==> src/rtl/deemphasis.sv <==
// First-order IIR de-emphasis y[n] = x[n] + a*y[n-1] with a valid/ready stream and one output register.
// Define DEEMPHASIS_SAT_EN to clip to the output range; otherwise the result wraps and sat_o is 0.
module deemphasis #(
  parameter int I_BW    = 17,
  parameter int O_BW    = 16,
  parameter int COEF_BW = 16,
  parameter int COEF    = 31785
) (
  input  logic                   clk,
  input  logic                   rst_n,
  input  logic                   valid_i,
  output logic                   ready_o,
  input  logic                   sof_i,
  input  logic signed [I_BW-1:0] data_i,
  output logic                   valid_o,
  input  logic                   ready_i,
  output logic signed [O_BW-1:0] data_o,
  output logic                   sat_o
);

  localparam int S_BW = ((I_BW > O_BW) ? I_BW : O_BW) + 2;
  localparam int P_BW = O_BW + COEF_BW;
  localparam logic signed [COEF_BW-1:0] COEF_S = COEF_BW'(COEF);
  localparam logic signed [P_BW-1:0]    HALF   = P_BW'(1) << (COEF_BW - 2);

  // Round-half-up of the Q1.(COEF_BW-1) product back to integer scale.
  function automatic logic signed [S_BW-1:0] round_shift(input logic signed [P_BW-1:0] prod);
    logic signed [P_BW-1:0] biased;
    biased = prod + HALF;
    return S_BW'(biased >>> (COEF_BW - 1));
  endfunction

`ifdef DEEMPHASIS_SAT_EN
  localparam logic signed [S_BW-1:0] Y_MAX = S_BW'((1 << (O_BW - 1)) - 1);
  localparam logic signed [S_BW-1:0] Y_MIN = S_BW'(-(1 << (O_BW - 1)));

  // Returns {clip_flag, clipped_value}.
  function automatic logic [O_BW:0] saturate(input logic signed [S_BW-1:0] v);
    if (v > Y_MAX)      return {1'b1, O_BW'(Y_MAX)};
    else if (v < Y_MIN) return {1'b1, O_BW'(Y_MIN)};
    else                return {1'b0, O_BW'(v)};
  endfunction
`endif

  logic                   acc;
  logic signed [O_BW-1:0] y_prev;
  logic signed [O_BW-1:0] h;
  logic signed [P_BW-1:0] p;
  logic signed [S_BW-1:0] f;
  logic signed [S_BW-1:0] s;
  logic signed [O_BW-1:0] y;
  logic                   clip;

  assign ready_o = !valid_o || ready_i;
  assign acc     = valid_i && ready_o;

  // Single-cycle feedback datapath: multiply, round, add, clip/wrap.
  always_comb begin
    h = sof_i ? '0 : y_prev;
    p = P_BW'(COEF_S) * P_BW'(h);
    f = round_shift(p);
    s = S_BW'(data_i) + f;
`ifdef DEEMPHASIS_SAT_EN
    {clip, y} = saturate(s);
`else
    clip = 1'b0;
    y    = O_BW'(s);
`endif
  end

  // Output register and filter history.
  always_ff @(posedge clk or negedge rst_n) begin
    if (!rst_n) begin
      valid_o <= 1'b0;
      data_o  <= '0;
      y_prev  <= '0;
    end else if (acc) begin
      valid_o <= 1'b1;
      data_o  <= y;
      y_prev  <= y;
    end else if (ready_i) begin
      valid_o <= 1'b0;
    end
  end

`ifdef DEEMPHASIS_SAT_EN
  always_ff @(posedge clk or negedge rst_n) begin
    if (!rst_n)   sat_o <= 1'b0;
    else if (acc) sat_o <= clip;
  end
`else
  assign sat_o = 1'b0;
  logic unused_clip;
  assign unused_clip = clip;
`endif

endmodule

==> config.mk <==
export PLATFORM = sky130hd
export DESIGN_NAME = deemphasis
export DESIGN_NICKNAME = d
export VERILOG_FILES = /design/src/rtl/deemphasis.sv
export SDC_FILE = /design/constraint.sdc
export NUM_CORES = 1
export LEC_CHECK = 0
export ABC_AREA = 1
export BUFFER_PORTS_ARGS = -buffer_cell sky130_fd_sc_hd__buf_2
export CAP_MARGIN = 10
export CELL_PAD_IN_SITES_DETAIL_PLACEMENT = 1
export CELL_PAD_IN_SITES_GLOBAL_PLACEMENT = 1
export CORE_AREA = 3 3 117 119
export CTS_CLUSTER_DIAMETER = 30
export DETAILED_ROUTE_END_ITERATION = 12
export DIE_AREA = 0 0 120 122
export MAX_ROUTING_LAYER = met4
export PLACE_DENSITY_LB_ADDON = 0.1
export SETUP_SLACK_MARGIN = 0.3
export SLEW_MARGIN = 40
export SYNTH_ARGS = -nofsm -noshare
export SYNTH_HDL_FRONTEND = slang
export SYNTH_SLANG_ARGS = --single-unit
export TNS_END_PERCENT = 30
==> constraint.sdc <==
create_clock -name clk -period 6.8 [get_ports clk]
set_input_delay 1.36 -clock clk [delete_from_list [all_inputs] [get_ports clk]]
set_output_delay 1.36 -clock clk [all_outputs]
set_load 0.005 [all_outputs]
==> results of run 1 <==
through the flow:
stage	hold slack (ns)	util [%]	instance area (um^2)	setup TNS, ns	setup slack [ns]
after floorplan	0.497	-	6320	0	0.230
after global placement	0.492	61.5	7800	-5.50	-0.582
after detailed placement	0.520	61.5	7800	-10.13	-0.918
after CTS	0.544	65.0	8240	-4.27	-0.470
cell families after synthesis:
kind of cell	Yosys count	synth area share, %
simple gates	278	19.5
fa+ha+maj	195	48.7
buf+inv	180	11.4
compound gates	105	9.91
xor+xnor	22	3.25
flops	17	7.17
other cells	1	0.0632
cell usage after synthesis (all sizes together):
| cell type | number |
|---|---|
| xnor2 | 7 |
| clkbuf | 4 |
| a31oi | 4 |
| a31o | 1 |
| or2 | 4 |
| dfrtp | 17 |
| nor2 | 84 |
| nand3 | 33 |
| o31ai | 1 |
| conb | 1 |
| and2 | 1 |
| o22ai | 2 |
| fa | 60 |
| a211oi | 1 |
| o21a | 4 |
| buf | 1 |
| xor2 | 15 |
| o21ai | 37 |
| nand3b | 4 |
| a21oi | 41 |
| nor4 | 1 |
| nand4 | 5 |
| a21o | 9 |
| inv | 175 |
| o21bai | 5 |
| ha | 135 |
| nand2 | 139 |
| nor3 | 7 |
layer usage:
metal / overflow / GRT usage, %
met1: 1 / 74.4
met2: 339 / 105
met3: 2 / 57.6
met4: 146 / 94.4
met5: - / -
timing repair:
item                                    CTS
endpoints found under the hold margin     0
pin swaps                                36
buffers inserted                         14
resized for setup                        54
endpoints found under the setup margin   15
==> impl_metrics.json, run 1 <==
{
  "synth.yosys.seq_area_share_pct": 7.17,
  "grt_max_degree": 22,
  "ys_warn_count": 0,
  "ys_top_cells_by_area": "ha_1, fa_1, inv_1",
  "hpwl_um": 21600,
  "numClockSinks": 17,
  "synth_largest_area_cell": "ha_1",
  "syn-cell-area_um2": 5940,
  "h-tree-depth": 1,
  "grt_usage_pct": 82.4,
  "synth.distinct_cells": 34,
  "num_rows": 41,
  "yosys.area.top_type_share_pct": 28.5,
  "cts_buffers": 3,
  "place.gp.congestion": 0.881,
  "die_h_um": 122,
  "synth_area_per_cell_um2": 7.44,
  "cts_buffer_depth": 2,
  "ys_seq_elements": 17,
  "dp_cells": 1149,
  "chipWidth_um": 120,
  "antenna_found_initial": 7,
  "postGrtWorstEndpoint": "data_o[15]$_DFFE_PN0P_/D",
  "ioPinCount": 41,
  "stop_error": "[ERROR GRT-0232] Routing congestion too high. Check the congestion heatmap in the GUI.",
  "initial_core_util_pct": 46.9,
  "cts_hold_buf": 0,
  "cts_root_buf": "clkbuf_16",
  "io_buffer_count": 38,
  "synth_nets": 1015,
  "grt-ovfl-total": 488,
  "endpoint_type": "register input",
  "stop_stage": "global routing",
  "outcome": "did not finish",
  "postSynthCellCount": 798
}
==> run 2, diff against run 1 <==
==> config.mk (replaced) <==
export PLATFORM = sky130hd
export DESIGN_NAME = deemphasis
export DESIGN_NICKNAME = d
export VERILOG_FILES = /design/src/rtl/deemphasis.sv
export SDC_FILE = /design/constraint.sdc
export NUM_CORES = 1
export LEC_CHECK = 0
export ABC_AREA = 1
export BUFFER_PORTS_ARGS = -buffer_cell sky130_fd_sc_hd__buf_2
export CAP_MARGIN = 10
export CORE_AREA = 3 3 126 128
export DETAILED_ROUTE_END_ITERATION = 12
export DIE_AREA = 0 0 129 131
export PLACE_DENSITY_LB_ADDON = 0.15
export SLEW_MARGIN = 40
export SYNTH_ARGS = -nofsm -noshare
export SYNTH_HDL_FRONTEND = slang
export SYNTH_SLANG_ARGS = --single-unit
export TNS_END_PERCENT = 30
==> impl_metrics.json, run 2 <==
{
  "crit_path_max_fanout": 4,
  "synth.yosys.seq_area_share_pct": 7.17,
  "whs_ns": 0.523,
  "drc": 0,
  "cts_buffers": 3,
  "synth_area_per_cell_um2": 7.44,
  "antenna_found_initial": 0,
  "ys_warn_count": 0,
  "tns_ns": -0.251,
  "violations": "negative setup slack",
  "grt_usage_pct": 21.6,
  "h-tree-depth": 1,
  "num_rows": 45,
  "drv_cap": 0,
  "hold_path_depth": 2,
  "tritoncts": "built",
  "yosys.cell_count.top_type": "inv_1",
  "finalCritPeriodShare_pct": 102,
  "async_flop_share_pct": 100,
  "rsz0062_at_grt": "true",
  "worstSetupPathType": "input pin to flop",
  "diodes": 0,
  "crit_arrival_ns": 7.11,
  "chipWidth_um": 129,
  "cts_hold_buf": 0,
  "core_area_um2": 15000,
  "dp_cells": 1174,
  "grt_pass1_vias": 5943,
  "hp-class": "flop to flop",
  "drt_first_pass_iters": 4,
  "top_regs": "data_o x16, valid_o x1",
  "die_h_um": 131,
  "wl_per_cell_um": 14.8,
  "cts_buffer_depth": 2,
  "required_ns": 6.99,
  "largest_reg_flops": 16,
  "layout_common_cells": "buf_4, inv_1, nand2_1, ha_1, nor2_1",
  "ys_seq_elements": 17,
  "crit_slowest_cell": "fa_1",
  "cts_root_buf": "clkbuf_16",
  "grt_pass1_wl_um": 28700,
  "synthTopCellsByCount": "inv_1, nand2_1, ha_1",
  "syn-cell-area_um2": 5940,
  "r2r_setup_slack_ns": 0.65,
  "ys_top_cells_by_area": "ha_1, fa_1, inv_1",
  "endpoint_kind": "flop",
  "skew_ns": 0.00335,
  "ioPinCount": 41,
  "yosys.area.top_type_share_pct": 28.5,
  "slew_viol_final": 0,
  "fmax_mhz": 145,
  "vias": 5742,
  "synth_nets": 1015,
  "synth_top_flop_cell": "dfrtp_1",
  "fin_ws_ns": -0.116,
  "regMostFlops": "data_o",
  "hpwl_um": 15200,
  "layout_commonest_cell": "buf_4",
  "area_growth_pct": 47.3,
  "place.gp.congestion": 0.876,
  "drt-total-wl_um": 17800,
  "synth.distinct_cells": 34,
  "fin_crit_ns": 6.92,
  "drtAntennaViolNets": 0,
  "grt-ovfl-total": 0,
  "first_iter_violations": 281,
  "clk_latency_ns": 0.26,
  "finalSetupViolations": 3,
  "vias_per_cell": 4.79,
  "postSynthCellCount": 798,
  "hold-path-endpoint": "valid_o",
  "worstSetupStartpointType": "input pin",
  "reg2reg_from": "data_o[5]",
  "ff2ff_path_depth": 30,
  "r2r-end": "data_o[15]",
  "drive_above_1_share_pct": 37.5,
  "max_stage_delay_ns": 0.58,
  "synth_edf_count": 0,
  "hold_start": "valid_o",
  "outcome": "finished with violations",
  "max-slew-margin-rel_pct": 54.6,
  "io_buffer_count": 38,
  "die_area_um2": 16900,
  "synth_largest_area_cell": "ha_1",
  "numClockSinks": 17,
  "instances_no_fill": 1200,
  "worst_slew_pin_slew_ns": 0.680,
  "initial_core_util_pct": 39.6,
  "clk_pin_slew_ns": 0.05,
  "fin_nets": 1230,
  "grt_max_degree": 22,
  "hold_viol_final": 0
}
==> run 2: cell counts after synthesis <==
Identical to the previous run, type by type.
==> run 2: final cells by class <==
class / count / area (um^2)
well taps: 188 / 235
multi-input cells: 601 / 5760
clock buffers: 4 / 78.8
flip-flops and latches: 17 / 425
repair buffers: 215 / 1580
inverters: 175 / 662
fillers: 1377 / 6230
==> run 2: per-stage QoR <==
step,setup WS [ns],util [%],instance area (um^2)
finish,-0.116,58.4,8740
CTS,-0.0730,56.0,8390
detailed placement,-0.712,51.2,7670
floorplan,-0.0102,-,6090
global route,-0.332,58.4,8740
global placement,-0.657,51.2,7670
==> run 2: kinds of logic after synthesis <==
family | Yosys count | synth area share (%)
flops | 17 | 7.17
buf+inv | 180 | 11.4
fa+ha+maj | 195 | 48.7
other cells | 1 | 0.0632
simple gates | 278 | 19.5
compound gates | 105 | 9.91
xor+xnor | 22 | 3.25
==> run 2: per-layer routing <==
layer	wire length [um]	track usage, %	vias up
met4	327	5.06	0
met2	8770	38.3	70
met3	546	1.38	23
li1	-	-	2954
met1	8140	29.1	2695
met5	0	0	-
==> run 2: worst max path at each step <==
stage,cells past startpoint,slack (ns),endpoint,start
6_report,31,-0.12,data_o[15],sof_i
5_1_grt,34,-0.33,data_o[15],sof_i
4_1_cts,34,-0.07,data_o[15],sof_i
3_5_place_dp,34,-0.71,data_o[15],sof_i
3_3_place_gp,29,-0.66,data_o[8],sof_i
2_1_floorplan,34,-0.01,data_o[15],sof_i
==> run 2: worst max-delay path: cells and delay by family <==
kind | cells | cell delay [ns]
xor+xnor | 1 | 0.19
simple gates | 11 | 1.16
buf+inv | 7 | 0.62
compound gates | 4 | 0.64
fa+ha+maj | 8 | 3.10
==> run 2: timing repair <==
item | in CTS | in global routing
buffers inserted | 16 | 6
pin swaps | 77 | 62
gates resized for setup | 110 | 63
setup endpoints to repair | 12 | 12
Power of run 2 is left out: the tool's default activity adds up to more than one toggle a clock period on the data nets, which glitch-free logic cannot reach.
==> run 3, diff against run 2 <==
--- a/config.mk
+++ b/config.mk
@@ -6,12 +6,13 @@
 export NUM_CORES = 1
 export LEC_CHECK = 0
 export ABC_AREA = 1
-export BUFFER_PORTS_ARGS = -buffer_cell sky130_fd_sc_hd__buf_2
 export CAP_MARGIN = 10
 export CORE_AREA = 3 3 126 128
 export DETAILED_ROUTE_END_ITERATION = 12
 export DIE_AREA = 0 0 129 131
+export DONT_BUFFER_PORTS = 1
 export PLACE_DENSITY_LB_ADDON = 0.15
+export SETUP_SLACK_MARGIN = 0.1
 export SLEW_MARGIN = 40
 export SYNTH_ARGS = -nofsm -noshare
 export SYNTH_HDL_FRONTEND = slang
==> impl_metrics.json, run 3 (synthesized netlist as in run 2, its figures left out) <==
{
  "outcome": "completed",
  "layout_common_cells": "inv_1, buf_4, nand2_1, ha_1, fa_1",
  "hpwl_um": 15500,
  "max_stage_delay_ns": 0.56,
  "finalSetupViolations": 0,
  "hold_viol_final": 0,
  "wl_per_cell_um": 15.9,
  "tritoncts": "built",
  "core_area_um2": 15000,
  "numClockSinks": 17,
  "drive_above_1_share_pct": 33.2,
  "io_buffer_count": 0,
  "ff2ff_path_depth": 31,
  "tns_ns": 0,
  "fill_cells": 1410,
  "ioPinCount": 41,
  "hold_path_depth": 2,
  "place.gp.congestion": 0.885,
  "hp-class": "flop to flop",
  "fin_ws_ns": 0.0877,
  "max-slew-margin-rel_pct": 54.1,
  "antenna_found_initial": 0,
  "fin_nets": 1159,
  "chipWidth_um": 129,
  "crit_path_max_fanout": 14,
  "cts_root_buf": "clkbuf_16",
  "crit_arrival_ns": 6.83,
  "pre_cts_ws_ns": -0.478,
  "grt_max_degree": 22,
  "worst_slew_pin_slew_ns": 0.687,
  "drt-total-wl_um": 18000,
  "finish.utilization_pct": 54.8,
  "num_rows": 45,
  "cts_hold_buf": 0,
  "initial_core_util_pct": 39.6,
  "worstSetupPathType": "input pin to flop",
  "path_common_cell": "fa_1",
  "area_growth_pct": 38.2,
  "clk_pin_slew_ns": 0.05,
  "grt_pass1_wl_um": 28400,
  "regMostFlops": "data_o",
  "slew_viol_final": 0,
  "drc": 0,
  "crit_slowest_cell": "fa_1",
  "layout_commonest_cell": "inv_1",
  "first_iter_violations": 266,
  "endpoint_kind": "flop",
  "required_ns": 6.92,
  "grt_usage_pct": 21.4,
  "grt-ovfl-total": 0,
  "clk_latency_ns": 0.25,
  "diodes": 0,
  "seqCellArea_um2": 425,
  "worstSetupStartpointType": "input pin",
  "cts_buffers": 3,
  "rsz0062_at_grt": "true",
  "vias_per_cell": 5.01,
  "drtAntennaViolNets": 0,
  "h-tree-depth": 1,
  "drv_cap": 0,
  "multi_input_area_um2": 5710,
  "die_h_um": 131,
  "drt_first_pass_iters": 5,
  "largest_reg_flops": 16,
  "top_regs": "data_o x16, valid_o x1",
  "grt_pass1_vias": 5859,
  "fmax_mhz": 149,
  "vias": 5658,
  "fin_crit_ns": 6.71,
  "cts_buffer_depth": 2,
  "finalCritPeriodShare_pct": 98.7,
  "die_area_um2": 16900,
  "skew_ns": 0.00266
}
## run 3: cell count changes in the layout (fill, tap and decap cells not counted), sizes merged
cell,delta
buf,-71
## run 3: layer usage
metal	share of wire (%)	track usage, %	up-vias
met5	0	0	-
met1	45	28.5	2727
met4	1.9	4.51	0
li1	-	-	2821
met2	49	37.6	85
met3	3.6	2.36	25
## run 3: repair_timing
action	4_1_cts	5_1_grt
setup endpoints to repair	10	12
resized for setup	55	104
gates cloned	0	0
pin swaps	30	66
buffers inserted	5	9
## run 3: final cells by class
type,instances,share of cell area [%]
Clock buffer,4,0.961
Inverter,175,8.16
Multi-Input combinational cell,601,69.6
Sequential cell,17,5.18
Tap cell,188,2.87
Timing Repair Buffer,144,13.2
## run 3: worst paths after layout
| check | end | slack [ns] | start |
|---|---|---|---|
| worst max-delay path | data_o[12] | 0.09 | sof_i |
| worst min-delay path | data_o[11] | 0.57 | data_o[11] |
| worst max register to register | data_o[12] | 0.59 | data_o[5] |
| worst min register to register | data_o[11] | 0.57 | data_o[11] |
| max in group asynchronous | data_o[1] | 5.93 | rst_n |
| min in group asynchronous | data_o[12] | 0.80 | rst_n |
## run 3: through the flow
step | area (um^2) | cells | hold slack [ns]
final | 8210 | 1129 | 0.571
after global routing | 8210 | 1129 | 0.609
after CTS | 7720 | 1120 | 0.571
after detailed placement | 7340 | 1111 | 0.557
after global placement | 7340 | 1111 | 0.536
after floorplan | 6170 | 798 | 0.497
## run 3: critical path: cells and delay by family
| kind | cells | cell delay (ns) |
|---|---|---|
| adder cells (fa/ha/maj) | 8 | 3.09 |
| AND/OR/NAND/NOR | 9 | 1.11 |
| AO/OA/AOI/OAI | 4 | 0.61 |
| XOR/XNOR | 2 | 0.34 |
| buffers and inverters | 5 | 0.30 |
Power of run 3 is left out for the same reason.
